--- src/rtl/ram_arbiter.sv ---
// rtl/ram_arbiter.sv - round-robin two-requester arbiter/sequencer for the single-port data RAM
//
// Requester 0 is the CPU data port, requester 1 the DMA/debug loader.
// Each access runs IDLE -> ACCESS -> DONE (or IDLE -> DONE for a bad address).
//
// Ports:
//   clk, rst                        clock, asynchronous active-low reset
//   reqN, weN, addrN, wdataN        requester N request (level, held until ackN) and payload
//   ackN, errN, rdataN              requester N one-cycle completion, address error, read data
//   gnt                             one-hot current owner, 0 when idle
//   busy                            high while an access is in ACCESS or DONE
//   ram_addr, ram_w_r, ram_wr_data  RAM bus; parked at address 0, read, when not in ACCESS
//   ram_rd_data                     RAM read data, updated by the RAM on the falling edge

module ram_arbiter #(
    parameter int DEPTH = 100,
    parameter int AW    = 32,
    parameter int DW    = 32
) (
    input  logic          clk,
    input  logic          rst,
    input  logic          req0,
    input  logic          we0,
    input  logic [AW-1:0] addr0,
    input  logic [DW-1:0] wdata0,
    output logic          ack0,
    output logic          err0,
    output logic [DW-1:0] rdata0,
    input  logic          req1,
    input  logic          we1,
    input  logic [AW-1:0] addr1,
    input  logic [DW-1:0] wdata1,
    output logic          ack1,
    output logic          err1,
    output logic [DW-1:0] rdata1,
    output logic [1:0]    gnt,
    output logic          busy,
    output logic [AW-1:0] ram_addr,
    output logic          ram_w_r,
    output logic [DW-1:0] ram_wr_data,
    input  logic [DW-1:0] ram_rd_data
);

    typedef enum logic [1:0] {
        S_IDLE   = 2'd0,
        S_ACCESS = 2'd1,
        S_DONE   = 2'd2
    } state_t;

    state_t        r_state;
    logic          r_last;      // index of the most recently granted requester
    logic [1:0]    r_gnt;
    logic          r_busy;
    logic          r_ack0;
    logic          r_ack1;
    logic          r_err0;
    logic          r_err1;
    logic [DW-1:0] r_rdata0;
    logic [DW-1:0] r_rdata1;
    logic [AW-1:0] r_ram_addr;
    logic          r_ram_w_r;
    logic [DW-1:0] r_ram_wr_data;

    logic          w_any;
    logic          w_sel1;
    logic          w_we;
    logic [AW-1:0] w_addr;
    logic [DW-1:0] w_wdata;
    logic          w_in_range;

    // Requester 1 wins when it is alone, or when both ask and requester 0 went last.
    assign w_any      = req0 | req1;
    assign w_sel1     = req1 & (~req0 | ~r_last);
    assign w_we       = w_sel1 ? we1    : we0;
    assign w_addr     = w_sel1 ? addr1  : addr0;
    assign w_wdata    = w_sel1 ? wdata1 : wdata0;
    assign w_in_range = w_addr < AW'(DEPTH);

    always_ff @(posedge clk or negedge rst) begin
        if (!rst) begin
            r_state       <= S_IDLE;
            r_last        <= 1'b1;
            r_gnt         <= 2'b00;
            r_busy        <= 1'b0;
            r_ack0        <= 1'b0;
            r_ack1        <= 1'b0;
            r_err0        <= 1'b0;
            r_err1        <= 1'b0;
            r_rdata0      <= '0;
            r_rdata1      <= '0;
            r_ram_addr    <= '0;
            r_ram_w_r     <= 1'b0;
            r_ram_wr_data <= '0;
        end else begin
            case (r_state)
                S_IDLE: begin
                    if (w_any) begin
                        r_gnt  <= w_sel1 ? 2'b10 : 2'b01;
                        r_last <= w_sel1;
                        r_busy <= 1'b1;
                        if (w_in_range) begin
                            r_ram_addr    <= w_addr;
                            r_ram_w_r     <= w_we;
                            r_ram_wr_data <= w_wdata;
                            r_state       <= S_ACCESS;
                        end else begin
                            // Bad address: the RAM bus stays parked, complete with an error.
                            if (w_sel1) begin
                                r_ack1   <= 1'b1;
                                r_err1   <= 1'b1;
                                r_rdata1 <= '0;
                            end else begin
                                r_ack0   <= 1'b1;
                                r_err0   <= 1'b1;
                                r_rdata0 <= '0;
                            end
                            r_state <= S_DONE;
                        end
                    end
                end
                S_ACCESS: begin
                    // RAM sampled the bus on the falling edge; read data is valid now.
                    if (r_gnt[1]) begin
                        r_ack1 <= 1'b1;
                        if (!r_ram_w_r) r_rdata1 <= ram_rd_data;
                    end else begin
                        r_ack0 <= 1'b1;
                        if (!r_ram_w_r) r_rdata0 <= ram_rd_data;
                    end
                    r_ram_addr <= '0;
                    r_ram_w_r  <= 1'b0;
                    r_state    <= S_DONE;
                end
                S_DONE: begin
                    r_ack0  <= 1'b0;
                    r_ack1  <= 1'b0;
                    r_err0  <= 1'b0;
                    r_err1  <= 1'b0;
                    r_gnt   <= 2'b00;
                    r_busy  <= 1'b0;
                    r_state <= S_IDLE;
                end
                default: begin
                    r_state <= S_IDLE;
                end
            endcase
        end
    end

    assign ack0        = r_ack0;
    assign ack1        = r_ack1;
    assign err0        = r_err0;
    assign err1        = r_err1;
    assign rdata0      = r_rdata0;
    assign rdata1      = r_rdata1;
    assign gnt         = r_gnt;
    assign busy        = r_busy;
    assign ram_addr    = r_ram_addr;
    assign ram_w_r     = r_ram_w_r;
    assign ram_wr_data = r_ram_wr_data;

endmodule

--- config.mk ---
export PLATFORM = sky130hd
export DESIGN_NAME = ram_arbiter
export DESIGN_NICKNAME = d
export VERILOG_FILES = /design/src/rtl/ram_arbiter.sv
export SDC_FILE = /design/constraint.sdc
export NUM_CORES = 1
export LEC_CHECK = 0
export CORE_MARGIN = 4
export CORE_UTILIZATION = 43
export DETAILED_ROUTE_END_ITERATION = 8
export MAX_ROUTING_LAYER = met4
export PLACE_DENSITY_LB_ADDON = 0.25
export RECOVER_POWER = 25
export SLEW_MARGIN = 20
export SYNTH_ARGS = -nofsm -noshare
export SYNTH_HDL_FRONTEND = slang
export SYNTH_SLANG_ARGS = --single-unit
--- constraint.sdc ---
create_clock -name clk -period 3 [get_ports clk]
set_clock_uncertainty 0.2 [all_clocks]
set_input_delay 0.6 -clock clk [delete_from_list [all_inputs] [get_ports clk]]
set_output_delay 0.6 -clock clk [all_outputs]
set_load 0.05 [all_outputs]
==> results.yml <==
outcome:
  status: "finished with violations"
  violations: "capacitance limit, slew limit"
timing:
  hold_viol_final: 0
  rsz0062_at_grt: "no"
  min_period_ns: 2.54
  relSlewSlack: -0.131
  finalSetupViolCount: 0
  fin_crit_sh: 0.848
  finalSetupTns_ns: 0
  drv_slew: 69
  worst_pin_slew_ns: 1.70
  clock.fmax_ghz: 0.393
finish:
  fin_nets: 1010
  area_delta_synth_final_pct: 66.6
  n_fill_cell: 932
  drive_above_1_share: 0.106
  final_cells: 1034
place:
  place.gp.congestion: 0.887
  post-dp-hpwl_um: 14500
  placed_cells: 1000
  portBuffers: 301
drt:
  drt_iter0_markers: 247
  drc: 0
  avgRoutedWirePerCell_um: 19.0
  drtPass1Iterations: 4
  drt-total-wl_um: 19600
  num_vias: 5275
  ant_nets: 0
  routed_via_density: 5.10
cts:
  cts.repair.resized: 0
  cts_tree: "built"
  hold_buffers: 1
  insertion_delay_ns: 0.41
  clk_pin_slew_ns: 0.05
  cts_made_buffers: 17
  cts_setup_buffers: 0
  cts-root-buf: "clkbuf_16"
  numClockSinks: 139
  cts_max_path_buffers: 2
  htreeDepth: 4
floorplan:
  core_region_area_um2: 13300
  fp-row-count: 42
  io_pins: 302
  dieArea_um2: 15700
  start_util: 0.442
  die_y_um: 125
  fp.dieW_um: 125
logic_synthesis:
  synth_edf_count: 0
  netlist_area_um2: 5900
  seq_area_frac_synth: 0.590
  avgSynthCellArea_um2: 11.0
  synthCells: 537
  synthTopCellsByArea: "dfrtp_1 (59%), nand2_1 (10%), mux2_4 (7.9%)"
  syn-num-nets: 703
  synth-main-ff-cell: "dfrtp_1"
  ys_ff_latch: 139
  yosysMostFrequentCell: "nand2_1"
  synth_cell_type_count: 39
  synth_top_area_cell: "dfrtp_1"
  synth-async-reset-ratio: 1.00
  yosysWarnings: 0
  synth_common_cells: "nand2_1 (164), dfrtp_1 (138), a21oi_1 (36)"
  synth_top_cell_area_share: 0.585
setup_path:
  critPathArrivalTime_ns: 1.74
  worst-path-max-fanout: 6
  startpoint_type: "flop"
  r2r-start: "r_last$_DFFE_PN1P_"
  crit_chain: "clkdlybuf4s50_1"
  reg2reg_slack_ns: 0.76
  cp_top_family: "buffers and inverters"
  path_buf_inv: 1
  reg2reg_to: "rdata0[19]$_DFFE_PN0P_"
  slowest_delay_ns: 0.87
  worstPathRequired_ns: 2.20
  crit_path_end_kind: "primary output"
  reg2reg_depth: 7
  path_class: "flop to primary output"
  cp_slowest_cell: "clkdlybuf4s50_1"
global_route:
  grt-ovfl-total: 0
  grt_pass1_wl_um: 30500
  grt_pass1_vias: 5596
  grt_max_degree: 70
  grt_usage: 0.254
  antenna_found_initial: 1
worst_hold_path:
  hold_class: "flop to flop"
  min_to: "ram_addr[23]$_DFFE_PN0P_"
  hp-start: "ram_addr[23]$_DFFE_PN0P_"
  hold_depth: 1
power:
  p_leak_uw: 0.00455
  ir_drop_v: 0.000379
  cellPowerDensity_nw_per_um2: 481
run:
  drv_cap: 1
-- cell usage in the layout (no fill, tap or decap), types with 2 or more instances in the layout --
master	synthesis	final
dfrtp_1	138	138
mux2_4	31	31
a22o_1	32	32
mux2i_1	9	9
o21ai_0	1	2
a21o_1	2	2
clkbuf_16	0	17
nand3_1	5	5
bufinv_16	0	3
nand2_1	164	164
buf_4	0	13
nor3_2	0	2
inv_6	0	2
clkbuf_1	20	3
clkinv_2	0	2
clkbuf_8	0	3
o2bb2ai_1	8	8
nor4_1	10	10
and2_1	26	26
nor3_1	6	4
o311ai_0	2	2
a21oi_1	36	36
inv_1	5	5
nor2_1	8	8
clkdlybuf4s50_1	0	300
a211o_1	3	3
buf_12	0	5
-- worst max-delay path by stage --
| stage | from | end | depth (start not counted) |
|---|---|---|---|
| CTS | ram_w_r$_DFFE_PN0P_ | ram_w_r | 1 |
| floorplan | addr1[18] | ram_wr_data[30]$_DFFE_PN0P_ | 6 |
| global route | rst | ram_wr_data[25]$_DFFE_PN0P_ | 3 |
| finish | ram_w_r$_DFFE_PN0P_ | ram_w_r | 1 |
| global placement | addr0[18] | rdata0[17]$_DFFE_PN0P_ | 8 |
| detailed placement | req1 | rdata0[2]$_DFFE_PN0P_ | 8 |
-- report_power, final --
group,switching (µW),internal [µW]
Combinational,330,319
Sequential,24.7,1900
Clock,770,1380
-- cells by family (layout without fill, tap and decap cells) --
kind of cell    count (synthesis)  in the layout  share of synthesized area
flops                         139            139                      0.590
compound gates                 94             94                      0.117
mux                            41             41                     0.0961
buf+inv                        37            357                     0.0293
other cells                     0              1                          0
simple gates                  226            226                      0.168
-- metal layers --
| metal | vias to the layer above | track usage | wire length [µm] |
|---|---|---|---|
| met5 | - | - | 0 |
| met4 | 0 | 0.100 | 699 |
| met3 | 43 | 0.0665 | 1290 |
| met2 | 221 | 0.439 | 10200 |
| met1 | 2554 | 0.281 | 7410 |
| li1 | 2457 | - | - |
-- per-stage QoR --
stage	utilization	hold slack, ns	total power, µW	area, µm²	setup WS [ns]
floorplan	-	0.104	2210	5900	0.710
global placement	0.690	0.260	2600	9210	0.110
detailed placement	0.690	0.272	2610	9210	0.0628
CTS	0.737	0.285	4770	9830	0.425
global route	0.736	0.301	4920	9830	0.213
finish	0.736	0.282	4730	9830	0.456
-- cell type report --
| class | instances | area, µm² | share of cell area |
|---|---|---|---|
| Tap cell | 176 | 220 | 0.0224 |
| Timing Repair Buffer | 320 | 3220 | 0.327 |
| Clock inverter | 9 | 134 | 0.0136 |
| Sequential cell | 139 | 3480 | 0.354 |
| Antenna cell | 1 | 2.50 | 0.000255 |
| Inverter | 5 | 18.8 | 0.00191 |
| Clock buffer | 23 | 478 | 0.0486 |
| Multi-Input combinational cell | 361 | 2280 | 0.232 |
-- state kept, by name, summed over array words and instances, names as in the netlist --
register	count
rdata0	32
gnt	2
ram_w_r	1
rdata1	32
ack1	1
r_last	1
ram_wr_data	32
err1	1
ram_addr	32
ack0	1
r_state	2
err0	1
busy	1
Power figures use the tool's default switching activity.
